===== src/rtl/xbar_pkg.sv =====
// Shared crossbar definitions: opcodes, field widths, bank-select mapping
// and the request payload held in each bank's output register.
package xbar_pkg;

    localparam int unsigned ADDR_W    = 28;
    localparam int unsigned CH_ID_W   = 2;
    localparam int unsigned WBUF_ID_W = 8;
    localparam int unsigned OP_W      = 2;
    localparam int unsigned NUM_BANK  = 4;
    localparam int unsigned BANK_W    = 2;

    // Bank select is byte-address bits [5:4]; channel addresses start at byte bit 4.
    localparam int unsigned BANK_SEL_MSB = 5;
    localparam int unsigned BANK_SEL_LSB = 4;
    localparam int unsigned LINE_LSB     = 4;

    typedef enum logic [OP_W-1:0] {
        OP_READ  = 2'b00,
        OP_WRITE = 2'b01,
        OP_FLUSH = 2'b10,
        OP_RSVD  = 2'b11
    } op_e;

    typedef struct packed {
        logic [CH_ID_W-1:0]   ch_id;
        logic [OP_W-1:0]      op;
        logic [ADDR_W-1:0]    addr;
        logic [WBUF_ID_W-1:0] wbuf_id;
    } htu_req_t;

    function automatic logic [BANK_W-1:0] bank_of(input logic [ADDR_W-1:0] line_addr);
        return line_addr[BANK_SEL_MSB-LINE_LSB : BANK_SEL_LSB-LINE_LSB];
    endfunction

endpackage


===== src/rtl/rr_arb3.sv =====
// Three-way round-robin picker: first requester at ptr, ptr+1, ptr+2 (mod 3).
module rr_arb3 (
    input  logic [2:0] req_i,
    input  logic [1:0] ptr_i,
    output logic [2:0] gnt_onehot_o,
    output logic [1:0] gnt_id_o
);

    logic [1:0] ord [3];

    always_comb begin
        case (ptr_i)
            2'd1:    ord = '{2'd1, 2'd2, 2'd0};
            2'd2:    ord = '{2'd2, 2'd0, 2'd1};
            default: ord = '{2'd0, 2'd1, 2'd2};
        endcase
    end

    // Scan lowest priority first so the highest-priority requester wins last.
    always_comb begin
        gnt_id_o     = 2'd0;
        gnt_onehot_o = 3'b000;
        for (int i = 2; i >= 0; i--) begin
            if (req_i[ord[i]]) begin
                gnt_id_o     = ord[i];
                gnt_onehot_o = 3'b001 << ord[i];
            end
        end
    end

endmodule


===== src/rtl/xbar_bank_arb.sv =====
// Per-bank request arbiter: round-robin over the channels targeting this bank,
// write-buffer id attach, and a one-entry valid/ready output register to the HTU.
module xbar_bank_arb
    import xbar_pkg::*;
#(
    parameter int unsigned BANK_ID = 0,
    parameter int unsigned NUM_CH  = 3
) (
    input  logic                       clk_i,
    input  logic                       rst_i,
    input  logic [NUM_CH-1:0]          ch_req_valid_i,
    input  logic [OP_W*NUM_CH-1:0]     ch_req_op_i,
    input  logic [ADDR_W*NUM_CH-1:0]   ch_req_addr_i,
    output logic [NUM_CH-1:0]          ch_req_allowIn_o,
    input  logic                       wbuf_id_valid_i,
    input  logic [WBUF_ID_W-1:0]       wbuf_id_i,
    output logic                       wbuf_id_pop_o,
    output logic                       htu_valid_o,
    input  logic                       htu_ready_i,
    output logic [CH_ID_W-1:0]         htu_ch_id_o,
    output logic [OP_W-1:0]            htu_opcode_o,
    output logic [ADDR_W-1:0]          htu_addr_o,
    output logic [WBUF_ID_W-1:0]       htu_wbuffer_id_o
);

    logic [OP_W-1:0]   op_c   [NUM_CH];
    logic [ADDR_W-1:0] addr_c [NUM_CH];
    logic [2:0]        elig_c;
    logic [2:0]        gnt_onehot_c;
    logic [1:0]        gnt_id_c;
    logic              load_c;
    logic              gnt_wr_c;

    logic              valid_q, valid_d;
    logic [1:0]        rr_ptr_q, rr_ptr_d;
    htu_req_t          req_q, req_d;

    // A write is only eligible while a free write-buffer id is on offer.
    always_comb begin
        elig_c = 3'b000;
        for (int c = 0; c < NUM_CH; c++) begin
            op_c[c]   = ch_req_op_i[OP_W*c +: OP_W];
            addr_c[c] = ch_req_addr_i[ADDR_W*c +: ADDR_W];
            elig_c[c] = ch_req_valid_i[c]
                      & (bank_of(addr_c[c]) == BANK_W'(BANK_ID))
                      & ((op_c[c] != OP_WRITE) | wbuf_id_valid_i);
        end
    end

    rr_arb3 u_arb (
        .req_i        (elig_c),
        .ptr_i        (rr_ptr_q),
        .gnt_onehot_o (gnt_onehot_c),
        .gnt_id_o     (gnt_id_c)
    );

    // Register refills in the same cycle it drains.
    assign load_c   = rst_i & (|elig_c) & (~valid_q | htu_ready_i);
    assign gnt_wr_c = (op_c[gnt_id_c] == OP_WRITE);

    assign ch_req_allowIn_o = load_c ? gnt_onehot_c : 3'b000;
    assign wbuf_id_pop_o    = load_c & gnt_wr_c;

    always_comb begin
        valid_d  = valid_q;
        rr_ptr_d = rr_ptr_q;
        req_d    = req_q;
        if (load_c) begin
            valid_d       = 1'b1;
            rr_ptr_d      = (gnt_id_c == 2'd2) ? 2'd0 : gnt_id_c + 2'd1;
            req_d.ch_id   = gnt_id_c;
            req_d.op      = op_c[gnt_id_c];
            req_d.addr    = addr_c[gnt_id_c];
            req_d.wbuf_id = gnt_wr_c ? wbuf_id_i : '0;
        end else if (valid_q & htu_ready_i) begin
            valid_d = 1'b0;
        end
    end

    always_ff @(posedge clk_i) begin
        if (!rst_i) begin
            valid_q  <= 1'b0;
            rr_ptr_q <= 2'd0;
            req_q    <= '0;
        end else begin
            valid_q  <= valid_d;
            rr_ptr_q <= rr_ptr_d;
            req_q    <= req_d;
        end
    end

    assign htu_valid_o      = valid_q;
    assign htu_ch_id_o      = req_q.ch_id;
    assign htu_opcode_o     = req_q.op;
    assign htu_addr_o       = req_q.addr;
    assign htu_wbuffer_id_o = req_q.wbuf_id;

endmodule


===== config.mk =====
export PLATFORM = sky130hd
export DESIGN_NAME = xbar_bank_arb
export DESIGN_NICKNAME = d
export VERILOG_FILES = /design/src/rtl/xbar_pkg.sv /design/src/rtl/rr_arb3.sv /design/src/rtl/xbar_bank_arb.sv
export SDC_FILE = /design/constraint.sdc
export NUM_CORES = 1
export LEC_CHECK = 0
export CAP_MARGIN = 20
export CORE_MARGIN = 2
export CORE_UTILIZATION = 36
export DETAILED_ROUTE_END_ITERATION = 10
export GPL_ROUTABILITY_DRIVEN = 0
export PLACE_DENSITY = 0.78
export SLEW_MARGIN = 20
export SYNTH_ARGS = -nofsm -noshare
export SYNTH_HDL_FRONTEND = slang
export SYNTH_SLANG_ARGS = --single-unit

===== constraint.sdc =====
create_clock -name clk_i -period 2.65 [get_ports clk_i]
set_input_delay 0.265 -clock clk_i [delete_from_list [all_inputs] [get_ports clk_i]]
set_output_delay 0.265 -clock clk_i [all_outputs]
set_load 0.1 [all_outputs]

* Yosys cells after proc, flatten, opt, wreduce, memory -nomap -nowiden
Cells that the tools add are included.
** Storage, ports and cells
- Output and inout bits :: 45
- Bits in registers :: 43
** Cells by class
- Multiplexer cells :: 24
- $lt $le $gt $ge :: 4
- Add/sub/neg operators :: 1
- Shifts and indexed selects :: 3
- Eq/ne operators :: 7
- Reduce and logical (&&, ||, !) cells :: 5
- Bitwise gates (word level) :: 16
** Operators with widths (number)
- binary-select mux 28 bit (select 2 bit) :: 1
- two-way mux 28 bit :: 2
- two-way mux 2 bit :: 6
- two-way mux 3 bit :: 4
- one-hot mux 6 bit (2 select lines) :: 1
- bitwise AND 1 bit :: 10
- < comparator 2 x 3 -> 1 bit (second input constant) :: 3
- << shifter 1 x 2 -> 3 bit (first input constant) :: 3
- two-way mux 8 bit :: 1
- binary-select mux 1 bit (select 2 bit) :: 3
- zero test 2 bit :: 3
- != test 2 x 1 -> 1 bit (second input constant) :: 3
- two-way mux 1 bit :: 5
- binary-select mux 2 bit (select 2 bit) :: 1
- equality test 2 x 1 -> 1 bit (second input constant) :: 2
- equality test 2 bit (second input constant) :: 2
- bitwise OR 1 bit :: 4
- >= comparator 3 bit (second input constant) :: 1
- inverter 2 -> 3 bit :: 1
- OR reduction 3 bit :: 1
- adder 2 x 1 -> 2 bit (second input constant) :: 1
- nonzero test 2 bit :: 1
- inverter 1 bit :: 1

* Depth between registers and ports, before layout
Gate-level depths: netlist (run 1).
- Word-level depth :: 14
- Mapped depth :: 11
- Mapped depth without buffers :: 8

* Hierarchy
A second synthesis (run 1) with hierarchy kept.
** Unflattened totals
- Cells, all modules :: 284
- Area total of the unflattened synthesis :: 2334.7 um^2
** By module, submodules not included
- xbar_bank_arb :: instances 1, area each 2114.5 um^2, cells each 252
- rr_arb3 :: instances 1, area each 220.2 um^2, cells each 32

* Least setup slack after synthesis (run 1)
No wires, ideal clock.
- Path kind :: reg2out
- Start :: reg valid_q, in the netlist htu_valid_o
- End :: out ch_req_allowIn_o[0]
- Required time :: 2385 ps
- Arrival time :: 3691 ps
- Setup slack :: -1306 ps
- Stages on the path, launching flop included :: 6
- Buffers on the path :: 1
- Cell sequence :: dfxtp_1 > nand2b_1 > o311a_1 > clkbuf_1 > o21ai_0 > a211oi_1
** On the way
- Word-level cells in the longest chain between the ends :: 4
** RTL lines
- start, declared :: RTL line xbar_bank_arb.sv:34 : logic valid_q, valid_d;
- start signal, assigned :: RTL line xbar_bank_arb.sv:86 : valid_q <= valid_d;
- inverter 1 bit :: RTL line xbar_bank_arb.sv:58 : assign load_c = rst_i & (|elig_c) & (~valid_q | htu_ready_i);
- bitwise OR 1 bit :: RTL line xbar_bank_arb.sv:58
- bitwise AND 1 bit :: RTL line xbar_bank_arb.sv:58
- two-way mux 3 bit :: RTL line xbar_bank_arb.sv:61 : assign ch_req_allowIn_o = load_c ? gnt_onehot_c : 3'b000;
- end, declared :: RTL line xbar_bank_arb.sv:14 : output logic [NUM_CH-1:0] ch_req_allowIn_o,
Every way passes these cells.

* Final worst setup path (run 1)
- Start :: in ch_req_op_i[5]
- End :: out wbuf_id_pop_o
** On the way
- Word-level cells in the longest chain between the ends :: 14
- Elaborated cells between the ends (all ways) :: 21
- Classes of those cells :: 2 x eq/ne; 12 x mux; 6 x bitwise; 1 x reduce/logical
** RTL lines
- start, declared :: RTL line xbar_bank_arb.sv:12 : input logic [OP_W*NUM_CH-1:0] ch_req_op_i,
- != test 2 x 1 -> 1 bit :: RTL line xbar_bank_arb.sv:46 : & ((op_c[c] != OP_WRITE) | wbuf_id_valid_i);
- bitwise OR 1 bit :: RTL line xbar_bank_arb.sv:46
- bitwise AND 1 bit :: RTL line xbar_bank_arb.sv:46
- binary-select mux 1 bit (select 2 bit) :: RTL line rr_arb3.sv:24 : if (req_i[ord[i]]) begin
- two-way mux 1 bit (not written as such) :: RTL line rr_arb3.sv:24
- two-way mux 2 bit (3 in series) :: RTL line rr_arb3.sv:24
- inverter 2 -> 3 bit (not written as such) :: RTL line xbar_bank_arb.sv:59 : assign gnt_wr_c = (op_c[gnt_id_c] == OP_WRITE);
- binary-select mux 2 bit (select 2 bit) :: RTL line xbar_bank_arb.sv:59
- two-way mux 2 bit (not written as such) (2 in series) :: RTL line xbar_bank_arb.sv:59
- equality test 2 x 1 -> 1 bit :: RTL line xbar_bank_arb.sv:59
- bitwise AND 1 bit * :: RTL line xbar_bank_arb.sv:62 : assign wbuf_id_pop_o = load_c & gnt_wr_c;
- end, declared :: RTL line xbar_bank_arb.sv:17 : output logic wbuf_id_pop_o,
Mark *: on every way between the ends. The rest lies on a longest branch, timed or not. The select of a mux whose other input is x is not followed.

==> results of run 1 <==
power breakdown:
part	switching, µW	total [µW]	internal, µW
clock network	221	405	184
registers	24.6	716	692
logic	552	879	327
cell type report:
| type | instances | share of cell area |
|---|---|---|
| Timing Repair Buffer | 176 | 0.3979 |
| Multi-Input combinational cell | 190 | 0.3383 |
| Sequential cell | 43 | 0.2072 |
| Tap cell | 77 | 0.02305 |
| Clock buffer | 6 | 0.01737 |
| Inverter | 14 | 0.01317 |
| Clock inverter | 2 | 0.002994 |
layer usage:
metal,share of wire,global-route usage
met2,0.51,0.3918
met1,0.41,0.2563
met3,0.065,0.05440
met4,0.014,0.05425
met5,0,0
cell usage in the layout, fill, tap and decap left out, types with 4 or more instances in the layout:
master,n
clkdlybuf4s50_1,103
buf_4,64
dfxtp_1,41
nand3_1,37
a21oi_1,29
o21ai_1,24
a32o_1,23
inv_1,13
nand2_1,12
o21ai_2,9
o21ai_0,8
buf_12,6
clkbuf_8,5
a21boi_1,4
worst max-delay path, cell delays in order:
cell and delay (ns):
clkdlybuf4s50_1 0.52, nor3b_2 0.08, or4b_4 0.52, a211oi_4 0.25, buf_6 0.16, a32o_2 0.17
o2111ai_4 0.17, inv_4 0.09, buf_12 0.17
cells by family after synthesis:
family,after synthesis,synth area share
simple gates,73,0.1742
buf+inv,42,0.07976
fa+ha+maj,2,0.01085
compound gates,115,0.3619
flops,43,0.3733
worst max-delay path by stage:
stage | end | slack [ns] | start
detailed placement | wbuf_id_pop_o | -0.08 | ch_req_valid_i[0]
global route | wbuf_id_pop_o | -0.1 | rr_ptr_q[0]
floorplan | ch_req_allowIn_o[0] | -0.006 | htu_valid_o
finish | wbuf_id_pop_o | -0.02 | ch_req_op_i[5]
global placement | wbuf_id_pop_o | -0.05 | ch_req_valid_i[0]
CTS | wbuf_id_pop_o | 0.002 | ch_req_valid_i[0]
sequential cells by signal, summed over array words and instances, names as in the netlist:
name,cells
htu_wbuffer_id_o,8
htu_addr_o,28
htu_ch_id_o,2
htu_valid_o,1
htu_opcode_o,2
rr_ptr_q,2
repair_timing:
| action | CTS | global route |
|---|---|---|
| setup buffers | 7 | 0 |
| pin swaps | 4 | 4 |
| endpoints found under the setup margin | 3 | 4 |
| gates resized for setup | 17 | 6 |
| hold buffers | 0 | 0 |
metrics by stage:
| step | setup WS, ns | cell area [µm²] | std cells | power [µW] | TNS [ns] |
|---|---|---|---|---|---|
| after floorplan | -0.006385 | 2322 | 275 | 1256 | -0.006385 |
| after global placement | -0.04737 | 3946 | 495 | 1560 | -0.04737 |
| after detailed placement | -0.08387 | 3946 | 495 | 1571 | -0.6406 |
| after CTS | 0.002392 | 4149 | 509 | 2003 | 0 |
| after global routing | -0.09525 | 4179 | 508 | 2096 | -0.1697 |
| final | -0.01966 | 4179 | 508 | 2001 | -0.01966 |
==> results.md, run 1 <==
* Layout area overhead at 81.23%
* Antenna cell count at 0
* Period utilization at 1.007
* Peak VDD IR at 294.0 µV
* Htree depth at 2
* Worst Path Max Fanout at 5
* Largest net degree at the start of global routing at 65
* Initial antenna violation count at 0
* RSZ-0062 raised after global routing: yes
* DR DRC count at 0
* Total grt overflow at 0
* Worst R2R Setup Slack at 0.34 ns
* Router iterations before antenna repair at 4
* Die width at 84.04 µm
* Ys flop type: dfxtp_1
* Data arrival, critical path at between 2 and 2.5 ns
* Cell Pwr Density at between 400 and 500 nW/µm²
* Synth top area share at 0.3733
* Vias in the first global route at 2703
* I/O pins at 150
* Fmax at roughly 370 MHz
* Final Setup Violations at 1
* Number of flops mapped to enable cells by yosys at 0
* Hold WS at 0.4616 ns
* CTS Buf Count at 5
* Setup ws final at -0.01966 ns
* Final ANT Viol Nets at 0
* Synth warn at 0
* Storage cell area at a little under 900 µm²
* Critical path required time at approximately 2.4 ns
* WHS Endpoint: htu_addr_o[0]
* FP Rows at 29
* Final nets at approximately 540
* Clock transition at path regs at 0.08 ns
* CP Capture Type: output pin
* Most common library cells after synthesis: 43 x dfxtp_1, 37 x nand3_1, 31 x a21oi_1
* Port Buffer Count at 149
* Worst Skew at around 0.0077 ns
* Post-route minimum period at 2.670 ns
* Setup CP Type: in -> out
* Worst R2R Path Depth at 10
* Leakage power at 0.001661 µW
* Syn Std Cell Area at 2306 µm²
* Root buf cell: clkbuf_8
* Worst slew pin tran at 0.5957 ns
* Post-synthesis register bit count at 43
* Share of layout cells above drive strength 1 at 0.2715
* Total wire length at 7906 µm
* Min-Delay Path Class: reg -> reg
* Drt initial violations at 88
* FILL cells at 569
* First-pass GRT wire length at 12670 µm
* Hold Crit Start: htu_addr_o[0]
* RR Endpoint: htu_wbuffer_id_o[0]
* Die H at 84.04 µm
* Worst r2r src: rr_ptr_q[0]
* Top cells by area, synth: dfxtp_1 37%, a32o_1 10%, nand3_1 8.0%
* Hold Violations, Final at 0
* Gate Count Post-Synth at 275
* Area of the multi-input gates at around 1400 µm²
* Clk sinks at 43
* Failing checks: setup timing
* Startpoint type of the worst setup path: input pin
* Global-route usage over all layers at 0.2175
* Synth Net Count at 382
* Post-DP HPWL at 5850 µm
* Dominant cell type by area after synthesis: dfxtp_1
* Routed via count at between 2000 and 3000
* Vias/cell at 5.327
* Final core utilization at 0.6657
* Final max-slew violation count at 0
* Syn_area_per_cell at around 8.4 µm²
* Distinct cells, synth at 43
* Total die area at 7062 µm²
* Max-cap viol count at 0
* Status: finished, violations left
* CTS tree: yes
* Starting density of the core at 0.3674
* Register area share after synthesis at 0.3733
* Asr flop ratio synth at 0
* Total core area at ~6300 µm²
* Top-count cell post-synth: dfxtp_1
* Rel. slew slack at 0.6029
* Clock Tree Buf Depth at 2
* Min-Delay Path Depth at 2
* Routed WL per cell at between 15 and 20 µm
* Clock Latency Late Sink at 0.29 ns
(Power assumes the default switching activity.)
==> inputs of run 2 (changes only) <==
--- a/config.mk
+++ b/config.mk
@@ -11,6 +11,7 @@
 export DETAILED_ROUTE_END_ITERATION = 10
 export GPL_ROUTABILITY_DRIVEN = 0
 export PLACE_DENSITY = 0.78
+export RECOVER_POWER = 25
 export SLEW_MARGIN = 20
 export SYNTH_ARGS = -nofsm -noshare
 export SYNTH_HDL_FRONTEND = slang
==> results.md, run 2 (synthesis gave the netlist of run 1 again) <==
* Initial antenna violation count at 0 (unchanged)
* I/O pins at 150 (unchanged)
* Die H at 84.04 µm (unchanged)
* Clk sinks at 43 (unchanged)
* Period utilization at 1.007 (about the same)
* Post-route minimum period at 2.669 ns (was 2.670 ns)
* Starting density of the core at 0.3674 (unchanged)
* Vias in the first global route at 2703 (unchanged)
* Non-filler cells, final at 508 (unchanged)
* Share of layout cells above drive strength 1 at 0.2227 (was 0.2715)
* Hold Violations, Final at 0 (unchanged)
* Cells after DPL at 495 (unchanged)
* Worst-path cell chain: clkdlybuf4s50_1 > nor3b_2 > or4b_4 > a211oi_4 > buf_6 > a32o_2 > o2111ai_4 > inv_4 > buf_12 (unchanged)
* Largest net degree at the start of global routing at 65 (unchanged)
* Fmax at 374.7 MHz (was 374.6 MHz)
* Leakage power at 0.001574 µW (was 0.001661 µW)
* Setup ws final at -0.01889 ns (was -0.01966 ns)
* DP Worst Slack at -0.08387 ns (unchanged)
* Hold WS at 0.4578 ns (was 0.4616 ns)
* Hold_buf cts at 0 (unchanged)
* FP Rows at 29 (unchanged)
* Drt initial violations at 87 (was 88)
* Final max-slew violation count at 0 (unchanged)
* Largest stage delay, worst path at 0.52 ns (about the same)
* Root buf cell: clkbuf_8 (unchanged)
* Total die area at 7062 µm² (unchanged)
* Total core area at 6277 µm² (unchanged)
* Layout area overhead at 77.81% (was 81.23%)
* Worst slew pin tran at 1.216 ns (was 0.5957 ns)
* Buf+Inv Stages, Crit Path at 4 (unchanged)
* Data arrival, critical path at 2.40 ns (about the same)
* Worst Path Max Fanout at 5 (unchanged)
* Clock Latency Late Sink at 0.29 ns (about the same)
* Antenna cell count at 0 (unchanged)
* Startpoint type of the worst setup path: input pin (unchanged)
* Post-DP HPWL at 5850 µm (unchanged)
* Port Buffer Count at 149 (unchanged)
* Clock transition at path regs at 0.09 ns (was 0.08 ns)
* Critical path required time at 2.38 ns (about the same)
* Min-Delay Path Class: reg -> reg (unchanged)
* Worst Skew at 0.009237 ns (was 0.007651 ns)
* DR DRC count at 0 (unchanged)
* CTS tree: yes (unchanged)
* Final nets at 537 (unchanged)
* Router iterations before antenna repair at 4 (unchanged)
* Worst path slowest cell: clkdlybuf4s50_1 (unchanged)
* Setup CP Type: in -> out (unchanged)
* Max reg flops at 28 (unchanged)
* Global-route usage over all layers at 0.2175 (unchanged)
* Commonest non-fill, non-tap cell in the layout: clkdlybuf4s50_1 (unchanged)
* Status: finished, violations left (unchanged)
* Max-cap viol count at 0 (unchanged)
* CTS Buf Count at 5 (unchanged)
* RSZ-0062 raised after global routing: yes (unchanged)
* Routed WL per cell at 15.57 µm (was 15.56 µm)
* Final Setup Violations at 1 (unchanged)
* Routed via count at 2716 (was 2706)
* Failing checks: setup timing (unchanged)
* CP Capture Type: output pin (unchanged)
* Most frequent cells in the layout: 103 x clkdlybuf4s50_1, 43 x buf_4, 41 x dfxtp_1, 37 x nand3_1, 29 x a21oi_1 (was 103 x clkdlybuf4s50_1, 64 x buf_4, 41 x dfxtp_1, 37 x nand3_1, 29 x a21oi_1)
* Rel. slew slack at 0.1931 (was 0.6029)
* Clock Tree Buf Depth at 2 (unchanged)
* Total wire length at 7908 µm (was 7906 µm)
* Vias/cell at 5.346 (was 5.327)
* First-pass GRT wire length at 12670 µm (unchanged)
* Peak VDD IR at 293.6 µV (was 294.0 µV)
* Cell family with most CP delay: buffers and inverters (unchanged)
* Cell Pwr Density at 483.1 nW/µm² (was 478.8 nW/µm²)
* Die width at 84.04 µm (unchanged)
* Final ANT Viol Nets at 0 (unchanged)
* Total grt overflow at 0 (unchanged)
* Htree depth at 2 (unchanged)
==> run 2: changes by cell type in the layout (fill, tap and decap cells not counted) <==
| cell | before | now |
|---|---|---|
| buf_4 | 64 | 43 |
| clkbuf_1 | 1 | 22 |
==> run 2: worst reg2reg max path: stages, from the launching register on <==
cell and delay [ns]:
dfxtp_4 0.37, inv_1 0.06, ha_4 0.24, or3_4 0.37, nand2_2 0.08, a2111oi_4 0.05, buf_4 0.17, a32o_2 0.27
o2111ai_4 0.27, buf_4 0.24, o21ai_2 0.06
==> run 2: power by group <==
part / internal, µW / total (µW) / switching (µW)
Combinational: 308 / 860 / 552
Sequential: 692 / 716 / 23.9
Clock: 184 / 405 / 221
Total: 1180 / 1980 / 796
==> run 2: area by class of cell <==
cell class | count | area (µm²)
clock buffer | 6 | 72.57
clock inverter | 2 | 12.51
inverter | 14 | 55.05
fill | 580 | 2177
sequential | 43 | 865.8
multi-input combinational | 190 | 1414
tap | 77 | 96.34
timing repair buffer | 176 | 1584
==> run 2: metrics by stage <==
step	instance area, µm²	power, µW	setup TNS (ns)	util
4_1_cts	4149	2003	0	0.6610
5_1_grt	4100	2077	-0.1697	0.6532
3_5_place_dp	3946	1571	-0.6406	0.6287
2_1_floorplan	2322	1256	-0.006385	-
3_3_place_gp	3946	1560	-0.04737	0.6287
6_report	4100	1981	-0.01889	0.6532
==> run 2: worst paths after layout <==
check                      start                   to  slack, ns  cells after the start
hold reg to reg    htu_addr_o[0]        htu_addr_o[0]       0.46                      2
setup reg to reg     rr_ptr_q[0]  htu_wbuffer_id_o[0]       0.34                     10
hold / removal     htu_addr_o[0]        htu_addr_o[0]       0.46                      2
setup / recovery  ch_req_op_i[5]        wbuf_id_pop_o      -0.02                      9
==> run 2: repair_timing <==
action	CTS	global route
buffers inserted	7	0
gates resized for setup	17	6
setup endpoints to repair	3	4
pin swaps	4	4
==> run 2: routing by layer <==
metal  GRT usage  wire length, µm
met1      0.2563             3152
met2      0.3918             4130
met3     0.05440              528
met4     0.05425               96
met5           0                0
==> inputs of run 3 (changes only) <==
--- a/config.mk
+++ b/config.mk
@@ -5,6 +5,7 @@
 export SDC_FILE = /design/constraint.sdc
 export NUM_CORES = 1
 export LEC_CHECK = 0
+export ABC_CLOCK_PERIOD_IN_PS = 2650
 export CAP_MARGIN = 20
 export CORE_MARGIN = 2
 export CORE_UTILIZATION = 36
@@ -16,3 +17,4 @@
 export SYNTH_ARGS = -nofsm -noshare
 export SYNTH_HDL_FRONTEND = slang
 export SYNTH_SLANG_ARGS = --single-unit
+export TNS_END_PERCENT = 20
==> results.md, run 3 (synthesis gave the netlist of run 1 again) <==
* Final Setup Violations at 1 (unchanged)
* Min-Delay Path Depth at 3 (was 2)
* Crit path launch: wbuf_id_valid_i (was ch_req_op_i[5])
* Fmax at 373.6 MHz (was 374.7 MHz)
* CTS Buf Count at 5 (unchanged)
* Root buf cell: clkbuf_8 (unchanged)
* Share of layout cells above drive strength 1 at 0.2443 (was 0.2227)
* Setup ws final at -0.02668 ns (was -0.01889 ns)
* Hold Crit Start: ch_req_addr_i[1] (was htu_addr_o[0])
* CTS tree: yes (unchanged)
* Largest net degree at the start of global routing at 65 (unchanged)
* Vias in the first global route at 2804 (was 2703)
* Router iterations before antenna repair at 4 (unchanged)
* Data arrival, critical path at 2.41 ns (was 2.40 ns)
* Clk sinks at 43 (unchanged)
* Clock transition at path regs at 0.08 ns (was 0.09 ns)
* Post-place instance area at 3986 µm² (was 3946 µm²)
* Final ANT Viol Nets at 0 (unchanged)
* DR DRC count at 0 (unchanged)
* Worst-path cell chain: dlygate4sd2_1 > buf_4 > nor3b_4 > or4b_4 > a211oi_4 > buf_4 > a211oi_4 > o2111ai_4 > inv_2 > buf_12 (was clkdlybuf4s50_1 > nor3b_2 > or4b_4 > a211oi_4 > buf_6 > a32o_2 > o2111ai_4 > inv_4 > buf_12)
* RR Endpoint: htu_wbuffer_id_o[4] (was htu_wbuffer_id_o[0])
* Cell Pwr Density at 475.3 nW/µm² (was 483.1 nW/µm²)
* Period utilization at 1.010 (was 1.007)
* Worst R2R Path Depth at 12 (was 10)
* Critical path required time at 2.38 ns (about the same)
* Clock Tree Buf Depth at 2 (unchanged)
* Storage cell area at 865.8 µm² (unchanged)
* Post-DP HPWL at 5994 µm (was 5850 µm)
* Layout area overhead at 83.72% (was 77.81%)
* Global-route usage over all layers at 0.2229 (was 0.2175)
* Port Buffer Count at 149 (unchanged)
* Clock Latency Late Sink at 0.29 ns (about the same)
* Total die area at 7062 µm² (unchanged)
* Total core area at 6277 µm² (unchanged)
* Die H at 84.04 µm (unchanged)
* Final nets at 548 (was 537)
* Total wire length at 8354 µm (was 7908 µm)
* Antenna cell count at 0 (unchanged)
* FP Rows at 29 (unchanged)
* Leakage power at 0.001706 µW (was 0.001574 µW)
* Worst R2R Setup Slack at 0.19 ns (was 0.34 ns)
* Max-cap viol count at 0 (unchanged)
* Worst Path Max Fanout at 6 (was 5)
* Max reg flops at 28 (unchanged)
* Largest stage delay, worst path at 0.56 ns (was 0.52 ns)
* Routed via count at 2792 (was 2716)
* Startpoint type of the worst setup path: input pin (unchanged)
* Vias/cell at 5.380 (was 5.346)
* Pwr Total at 2014 µW (was 1981 µW)
* Commonest non-fill, non-tap cell in the layout: clkdlybuf4s50_1 (unchanged)
* Total grt overflow at 0 (unchanged)
* Starting density of the core at 0.3674 (unchanged)
* WHS Endpoint: htu_addr_o[1] (was htu_addr_o[0])
* Rel. slew slack at 0.1974 (was 0.1931)
* Worst Skew at 0.005207 ns (was 0.009237 ns)
* Hold Violations, Final at 0 (unchanged)
* RSZ-0062 raised after global routing: yes (unchanged)
* Routed WL per cell at 16.10 µm (was 15.57 µm)
* DP Worst Slack at -0.1595 ns (was -0.08387 ns)
* Final core utilization at 0.6749 (was 0.6532)
* Worst path slowest cell: or4b_4 (was clkdlybuf4s50_1)
* Htree depth at 2 (unchanged)
* Drt initial violations at 104 (was 87)
* I/O pins at 150 (unchanged)
* Die width at 84.04 µm (unchanged)
* Post-route minimum period at 2.677 ns (was 2.669 ns)
* Setup TNS at -0.02668 ns (was -0.01889 ns)
* Worst r2r src: rr_ptr_q[0] (unchanged)
* Min-Delay Path Class: in -> reg (was reg -> reg)
* Initial antenna violation count at 0 (unchanged)
* Failing checks: setup timing (unchanged)
* Area of the multi-input gates at 1431 µm² (was 1414 µm²)
* CP Capture Type: output pin (unchanged)
* First-pass GRT wire length at 12980 µm (was 12670 µm)
* Peak VDD IR at 279.0 µV (was 293.6 µV)
* Status: finished, violations left (unchanged)
* Design area at 4237 µm² (was 4100 µm²)
* Setup CP Type: in -> out (unchanged)
* Most frequent cells in the layout: 96 x clkdlybuf4s50_1, 52 x buf_4, 41 x dfxtp_1, 36 x nand3_1, 29 x a21oi_1 (was 103 x clkdlybuf4s50_1, 43 x buf_4, 41 x dfxtp_1, 37 x nand3_1, 29 x a21oi_1)
* Worst slew pin tran at 1.209 ns (was 1.216 ns)
* FILL cells at 526 (was 580)
* Final max-slew violation count at 0 (unchanged)
[run 3: cell count changes in the layout (fill, tap and decap cells not counted), moves of 2 or more]
cell | previous run | this run
dlymetal6s2s_1 | 0 | 6
nor3b_4 | 1 | 3
inv_2 | 0 | 2
clkdlybuf4s50_1 | 103 | 96
buf_4 | 43 | 52
buf_12 | 6 | 8
[run 3: final cells by class]
cell class / instances / area share
multi-input combinational: 190 / 0.3379
sequential: 43 / 0.2044
clock inverter: 2 / 0.002953
tap: 77 / 0.02274
clock buffer: 6 / 0.01713
inverter: 14 / 0.01240
timing repair buffer: 187 / 0.4025
[run 3: stage by stage]
step	instances	hold WS (ns)
2_1_floorplan	275	0.3880
3_3_place_gp	499	0.4403
3_5_place_dp	499	0.4460
4_1_cts	511	0.4574
5_1_grt	519	0.2864
6_report	519	0.2512
[run 3: worst max-delay path: cells and delay by family]
kind | cells | cell delay [ns]
buf+inv | 5 | 0.93
compound gates | 3 | 0.59
simple gates | 2 | 0.61
[run 3: how the worst max path moves through the flow]
stage                                endpoint  cells past startpoint
final                           wbuf_id_pop_o                     10
after global routing            wbuf_id_pop_o                     10
after CTS                 ch_req_allowIn_o[0]                      8
after detailed placement  ch_req_allowIn_o[1]                     10
after global placement    ch_req_allowIn_o[1]                     10
after floorplan                 wbuf_id_pop_o                      9
[run 3: routing by layer]
layer  vias up  GRT usage  share of wire
li1       1353          -              -
met1      1314     0.2375           0.38
met2       105     0.4221           0.53
met3        20    0.05143          0.059
met4         0    0.08065          0.030
met5         -          0              0
[run 3: timing repair]
action,in CTS,in global routing
hold buffers,0,0
endpoints found under the setup margin,4,4
pin swaps,5,13
gates resized for setup,13,21
buffers inserted,4,8
[run 3: where the power goes]
group / internal, µW / total [µW] / leakage, µW / switching, µW
Sequential: 692 / 716 / 0.000352 / 24.3
Clock: 185 / 413 / 0.0000412 / 229
Combinational: 322 / 884 / 0.00131 / 563
